## config.mk

```make
export PLATFORM = sky130hd
export DESIGN_NAME = ysyx22041405_hazard_ctrl
export DESIGN_NICKNAME = d
export VERILOG_FILES = /design/src/rtl/ysyx22041405_hazard_ctrl.sv
export SDC_FILE = /design/constraint.sdc
export NUM_CORES = 1
export LEC_CHECK = 0
export ABC_AREA = 0
export BUFFER_PORTS_ARGS = -buffer_cell sky130_fd_sc_hd__buf_2
export CORE_ASPECT_RATIO = 0.7
export CORE_MARGIN = 4
export CORE_UTILIZATION = 25
export CTS_BUF_LIST = sky130_fd_sc_hd__clkbuf_4
export DETAILED_ROUTE_END_ITERATION = 16
export SLEW_MARGIN = 20
export SYNTH_ARGS = -nofsm -noshare
export SYNTH_HDL_FRONTEND = slang
export SYNTH_SLANG_ARGS = --single-unit
```

## constraint.sdc

```tcl
create_clock -name clk_i -period 4.38 [get_ports clk_i]
set_clock_uncertainty 0.1 [all_clocks]
set_input_delay 0.876 -clock clk_i [delete_from_list [all_inputs] [get_ports clk_i]]
set_output_delay 0.876 -clock clk_i [all_outputs]
set_load 0.005 [all_outputs]
```

## src/rtl/ysyx22041405_hazard_ctrl.sv

```systemverilog
// Hazard controller for the five-stage RV32 pipeline: stall/flush/bubble control plus EX forwarding.
// Build option HAZARD_FWD_EN enables forwarding and WB bypass; without it the block fully interlocks.
module ysyx22041405_hazard_ctrl #(
    parameter int WIDTH = 32
) (
    input  logic       clk_i,
    input  logic       rst_i,
    input  logic       id_valid_i,
    input  logic [4:0] id_rs1_i,
    input  logic [4:0] id_rs2_i,
    input  logic       id_rs1_used_i,
    input  logic       id_rs2_used_i,
    input  logic [4:0] id_rd_i,
    input  logic       id_rd_we_i,
    input  logic       id_is_load_i,
    input  logic       ex_busy_i,
    input  logic       ex_redirect_i,
    output logic       if_id_we_o,
    output logic       if_id_flush_o,
    output logic       id_ex_we_o,
    output logic       id_ex_bubble_o,
    output logic       ex_ls_bubble_o,
    output logic [1:0] fwd_sel1_o,
    output logic [1:0] fwd_sel2_o,
    output logic       id_byp1_o,
    output logic       id_byp2_o
);

    localparam logic [1:0] ST_RUN     = 2'd0;
    localparam logic [1:0] ST_LDSTALL = 2'd1;
    localparam logic [1:0] ST_BUSY    = 2'd2;

    logic       ex_v_q, ex_ld_q, ls_v_q, wb_v_q;
    logic [4:0] ex_rd_q, ls_rd_q, wb_rd_q;
    logic [1:0] state_q, state_d;

    logic id_writes;
    logic m_ex1, m_ex2, m_ls1, m_ls2, m_wb1, m_wb2;
    logic load_haz, haz, advance;

    // x0 is never tracked, so a read of x0 can never match anything in flight.
    assign id_writes = id_valid_i & id_rd_we_i & (id_rd_i != 5'd0);

    assign m_ex1 = id_valid_i & id_rs1_used_i & ex_v_q & (ex_rd_q == id_rs1_i);
    assign m_ex2 = id_valid_i & id_rs2_used_i & ex_v_q & (ex_rd_q == id_rs2_i);
    assign m_ls1 = id_valid_i & id_rs1_used_i & ls_v_q & (ls_rd_q == id_rs1_i);
    assign m_ls2 = id_valid_i & id_rs2_used_i & ls_v_q & (ls_rd_q == id_rs2_i);
    assign m_wb1 = id_valid_i & id_rs1_used_i & wb_v_q & (wb_rd_q == id_rs1_i);
    assign m_wb2 = id_valid_i & id_rs2_used_i & wb_v_q & (wb_rd_q == id_rs2_i);

    assign load_haz = ex_ld_q & (m_ex1 | m_ex2);
`ifdef HAZARD_FWD_EN
    assign haz = load_haz;
`else
    assign haz = load_haz | m_ex1 | m_ex2 | m_ls1 | m_ls2 | m_wb1 | m_wb2;
`endif

    always_comb begin
        // NOTE: every output gets a default before the priority chain so no path leaves it unassigned (no latch).
        if_id_we_o     = 1'b1;
        if_id_flush_o  = 1'b0;
        id_ex_we_o     = 1'b1;
        id_ex_bubble_o = 1'b0;
        ex_ls_bubble_o = 1'b0;
        advance        = 1'b0;
        if (ex_busy_i) begin
            if_id_we_o     = 1'b0;
            id_ex_we_o     = 1'b0;
            ex_ls_bubble_o = 1'b1;
        end else if (ex_redirect_i) begin
            if_id_flush_o  = 1'b1;
            id_ex_bubble_o = 1'b1;
        end else if (haz) begin
            if_id_we_o     = 1'b0;
            id_ex_bubble_o = 1'b1;
        end else begin
            advance = 1'b1;
        end
    end

    always_comb begin
        state_d = ST_RUN;
        if (ex_busy_i) begin
            state_d = ST_BUSY;
        end else if (!ex_redirect_i && haz) begin
            state_d = ST_LDSTALL;
        end
    end

    // While EX is busy the EX entry stays put and a bubble drains into LS behind it.
    always_ff @(posedge clk_i or negedge rst_i) begin
        if (!rst_i) begin
            ex_v_q  <= 1'b0;
            ex_ld_q <= 1'b0;
            ex_rd_q <= 5'd0;
            ls_v_q  <= 1'b0;
            ls_rd_q <= 5'd0;
            wb_v_q  <= 1'b0;
            wb_rd_q <= 5'd0;
            state_q <= ST_RUN;
        end else begin
            // NOTE: non-blocking assignments so every stage shifts from the pre-edge values.
            state_q <= state_d;
            wb_v_q  <= ls_v_q;
            wb_rd_q <= ls_rd_q;
            if (ex_busy_i) begin
                ls_v_q <= 1'b0;
            end else begin
                ls_v_q  <= ex_v_q;
                ls_rd_q <= ex_rd_q;
                ex_v_q  <= advance & id_writes;
                ex_rd_q <= id_rd_i;
                ex_ld_q <= advance & id_is_load_i;
            end
        end
    end

`ifdef HAZARD_FWD_EN
    logic [1:0] fwd_sel1_q, fwd_sel1_d, fwd_sel2_q, fwd_sel2_d;

    always_comb begin
        fwd_sel1_d = fwd_sel1_q;
        fwd_sel2_d = fwd_sel2_q;
        if (!ex_busy_i) begin
            fwd_sel1_d = 2'd0;
            fwd_sel2_d = 2'd0;
            if (advance) begin
                fwd_sel1_d = m_ex1 ? 2'd1 : (m_ls1 ? 2'd2 : 2'd0);
                fwd_sel2_d = m_ex2 ? 2'd1 : (m_ls2 ? 2'd2 : 2'd0);
            end
        end
    end

    always_ff @(posedge clk_i or negedge rst_i) begin
        if (!rst_i) begin
            fwd_sel1_q <= 2'd0;
            fwd_sel2_q <= 2'd0;
        end else begin
            fwd_sel1_q <= fwd_sel1_d;
            fwd_sel2_q <= fwd_sel2_d;
        end
    end

    assign fwd_sel1_o = fwd_sel1_q;
    assign fwd_sel2_o = fwd_sel2_q;
    assign id_byp1_o  = m_wb1 & ~m_ex1 & ~m_ls1;
    assign id_byp2_o  = m_wb2 & ~m_ex2 & ~m_ls2;

    // The stall cycle always leaves a bubble in EX, so a load hazard cannot recur from LDSTALL.
    a_no_double_ldstall: assert property (@(posedge clk_i) disable iff (!rst_i)
        (state_q == ST_LDSTALL) |-> !load_haz);
`else
    assign fwd_sel1_o = 2'd0;
    assign fwd_sel2_o = 2'd0;
    assign id_byp1_o  = 1'b0;
    assign id_byp2_o  = 1'b0;
`endif

    a_state_legal: assert property (@(posedge clk_i) disable iff (!rst_i)
        (state_q != 2'd3) && (WIDTH > 0));

endmodule

```

==> summary.md <==
| Metric | Value |
|---|---|
| GRT overflow | 0 |
| Seq cells post-synth | 18 |
| Die area | approximately 5400 um2 |
| Vias in the first global route | 880 |
| Initial antenna violation count | 0 |
| Gr usage total | 10.1% |
| Drt initial violations | 29 |
| Fin. max-slew vios | 0 |
| CTS tree | built |
| Layout filler cell count | 419 |
| Commonest non-fill, non-tap cells in the layout | buf_2 (27), dfrtp_1 (18), xor2_1 (16) |
| Final setup fails | 0 |
| Fin util | 31.1% |
| Drt pass-1 iters | 4 |
| Crit-path cells | buf_2 -> xor2_1 -> nor4_1 -> nand4_1 -> and4_1 -> a31o_1 -> buf_2 |
| Leakage | 0.542 nW |
| Tcrit/Tclk final | roughly 74% |
| Final #Nets | 149 |
| Avg Inst Size Synth | ~11 um2 |
| CP top delay family | simple AND/OR/NAND/NOR gates |
| Clk sink count | 18 |
| Fraction of layout instances using a drive strength above 1 | 32.3% |
| Req. time, crit path | 3.40 ns |
| Via count | 812 |
| Mapped Area | 1070 um2 |
| Row count | 19 |
| Hold WC Path Type | reg -> reg |
| Largest net degree at the start of global routing | 19 |
| Max incr delay on CP | approximately 0.36 ns |
| Fmax | 310 MHz |
| Final WL | 2540 um |
| Yosys Warn Count | 0 |
| # resized after CTS | 0 |
| Clock Tree Buf Depth | 2 |
| Routability Congestion | 0.826 |
| # diodes | 0 |
| CTS root buf | clkbuf_4 |
| Detail Placement HPWL | 2060 um |
| Post-route insts no fill | about 180 |
| Hold buffers post-CTS | 0 |
| Htree depth | 1 |
| CP Class | in -> out |
| Leading cell type in the layout, fill and taps excluded | buf_2 |
| Starting Density | between 20% and 30% |
| Status | finished clean |
| Post-route minimum period | 3.23 ns |
| Critical path launch point type | primary input |
| Mapped Cells | 97 |
| Routed wire per std cell | about 14 um |
| Fin Setup TNS | 0 ns |
| Register area share after synthesis | 42.3% |
| Synth unique cells | 23 |
| IO buf count | 27 |
| Worst-skew pair later-pin latency | 0.31 ns |
| Worst-path clk slew | 0.11 ns |
| Cells after DPL | between 150 and 200 |
| Slowest-stage cell, CP | nor4_1 |
| WP data arrival | about 2.3 ns |
| Drt drc | 0 |
| Die Y | 62.6 um |
| Area Overhead vs Synth | 17.3% |
| First-pass GRT wire length | 4150 um |
| Vias per cell | between 4 and 5 |
| Final Hold Fails | 0 |
| CP Buf/Inv Count | 2 |
| Boundary pin count | 35 |
| Crit end category | primary output |
| Power Density | approximately 310 nW/um2 |
| CTS Buf Count | 3 |
| Peak VDD IR | between 0.1 and 0.15 mV |
| Post-CTS setup buffer count | 0 |
| Final ANT Viol Nets | 0 |
| CP Max Fanout | 3 |
| Core box area | 4020 um2 |
| Max-cap violations | 0 |
| RSZ-0062 raised after global routing | false |
| Most used cell, CP | buf_2 |
| Chip width | 86.1 um |
final timing paths:
check,slack [ns],start,end,depth (start not counted)
worst min-delay path,0.31,ls_v_q,wb_v_q,0
max in group asynchronous,3.49,rst_i,ls_v_q,1
worst max register to register,2.76,ex_rd_q[2],ex_v_q,5
worst max-delay path,1.15,id_rs2_i[2],if_id_we_o,7
worst min register to register,0.31,ls_v_q,wb_v_q,0
min in group asynchronous,0.38,rst_i,wb_rd_q[0],1
synth_stat cells (all sizes together):
cell | n | area share (%)
dfrtp | 18 | 42
xor2 | 16 | 13
xnor2 | 14 | 12
mux2 | 10 | 11
buf | 8 | 5.4
nand4 | 7 | 4.1
nor4 | 4 | 2.3
nand3 | 3 | 1.4
and2 | 2 | 1.2
inv | 2 | 0.70
nor2 | 2 | 0.70
a31o | 1 | 0.82
a31oi | 1 | 0.59
and4 | 1 | 0.82
clkbuf | 1 | 0.35
conb | 1 | 0.35
nand2 | 1 | 0.35
nor2b | 1 | 0.59
o21ai | 1 | 0.47
o22a | 1 | 0.82
o311a | 1 | 0.94
or3 | 1 | 0.59
power breakdown:
part | switching [mW] | leakage [nW] | internal (mW) | total, mW
logic | 0.0417 | 0.310 | 0.0482 | 0.0899
registers | 0.0239 | 0.217 | 0.186 | 0.210
clock network | 0.0567 | 0.0154 | 0.0333 | 0.0900
registers in the layout, indices dropped and copies added, names as in the netlist:
signal / flops
wb_rd_q: 5
ls_v_q: 1
ex_rd_q: 5
ls_rd_q: 5
wb_v_q: 1
ex_v_q: 1
worst register-to-register path: cells and delay by family, from the launching register on:
kind,cells,cell delay (ns)
simple gates,3,0.66
flops,1,0.46
compound gates,1,0.10
xor+xnor,1,0.19
through the flow:
stage	worst slack (ns)	instance area, um2	hold slack (ns)	total power, mW
final	1.15	1250	0.311	0.389
after global routing	1.06	1250	0.328	0.411
after CTS	1.15	1250	0.318	0.392
after detailed placement	1.16	1220	0.290	0.303
after global placement	1.19	1220	0.291	0.300
after floorplan	1.59	1080	0.273	0.270
routing by layer:
| metal | up-vias | GRT usage [%] | share of wire [%] |
|---|---|---|---|
| met5 | - | 0 | 0 |
| met4 | 0 | 3.56 | 1.7 |
| met3 | 7 | 3.95 | 8.4 |
| met2 | 36 | 14.0 | 43 |
| met1 | 389 | 13.9 | 47 |
| li1 | 380 | - | - |
layout make-up:
cell class	count	area, um2	area share (%)
multi-input combinational	73	566	45.2
timing repair buffer	27	135	10.8
sequential	18	450	36.0
tap	52	65.1	5.21
clock buffer	3	22.5	1.80
clock inverter	1	3.75	0.300
inverter	2	7.51	0.601
kinds of logic after synthesis:
family,Yosys count,share of synthesized area [%]
multiplexers,10,10.6
buffers and inverters,11,6.45
flip-flops,18,42.3
other,1,0.352
AND/OR/NAND/NOR,22,12.1
AO/OA/AOI/OAI,5,3.64
XOR/XNOR,30,24.6
No activity file was read; power rests on OpenSTA's default activity.
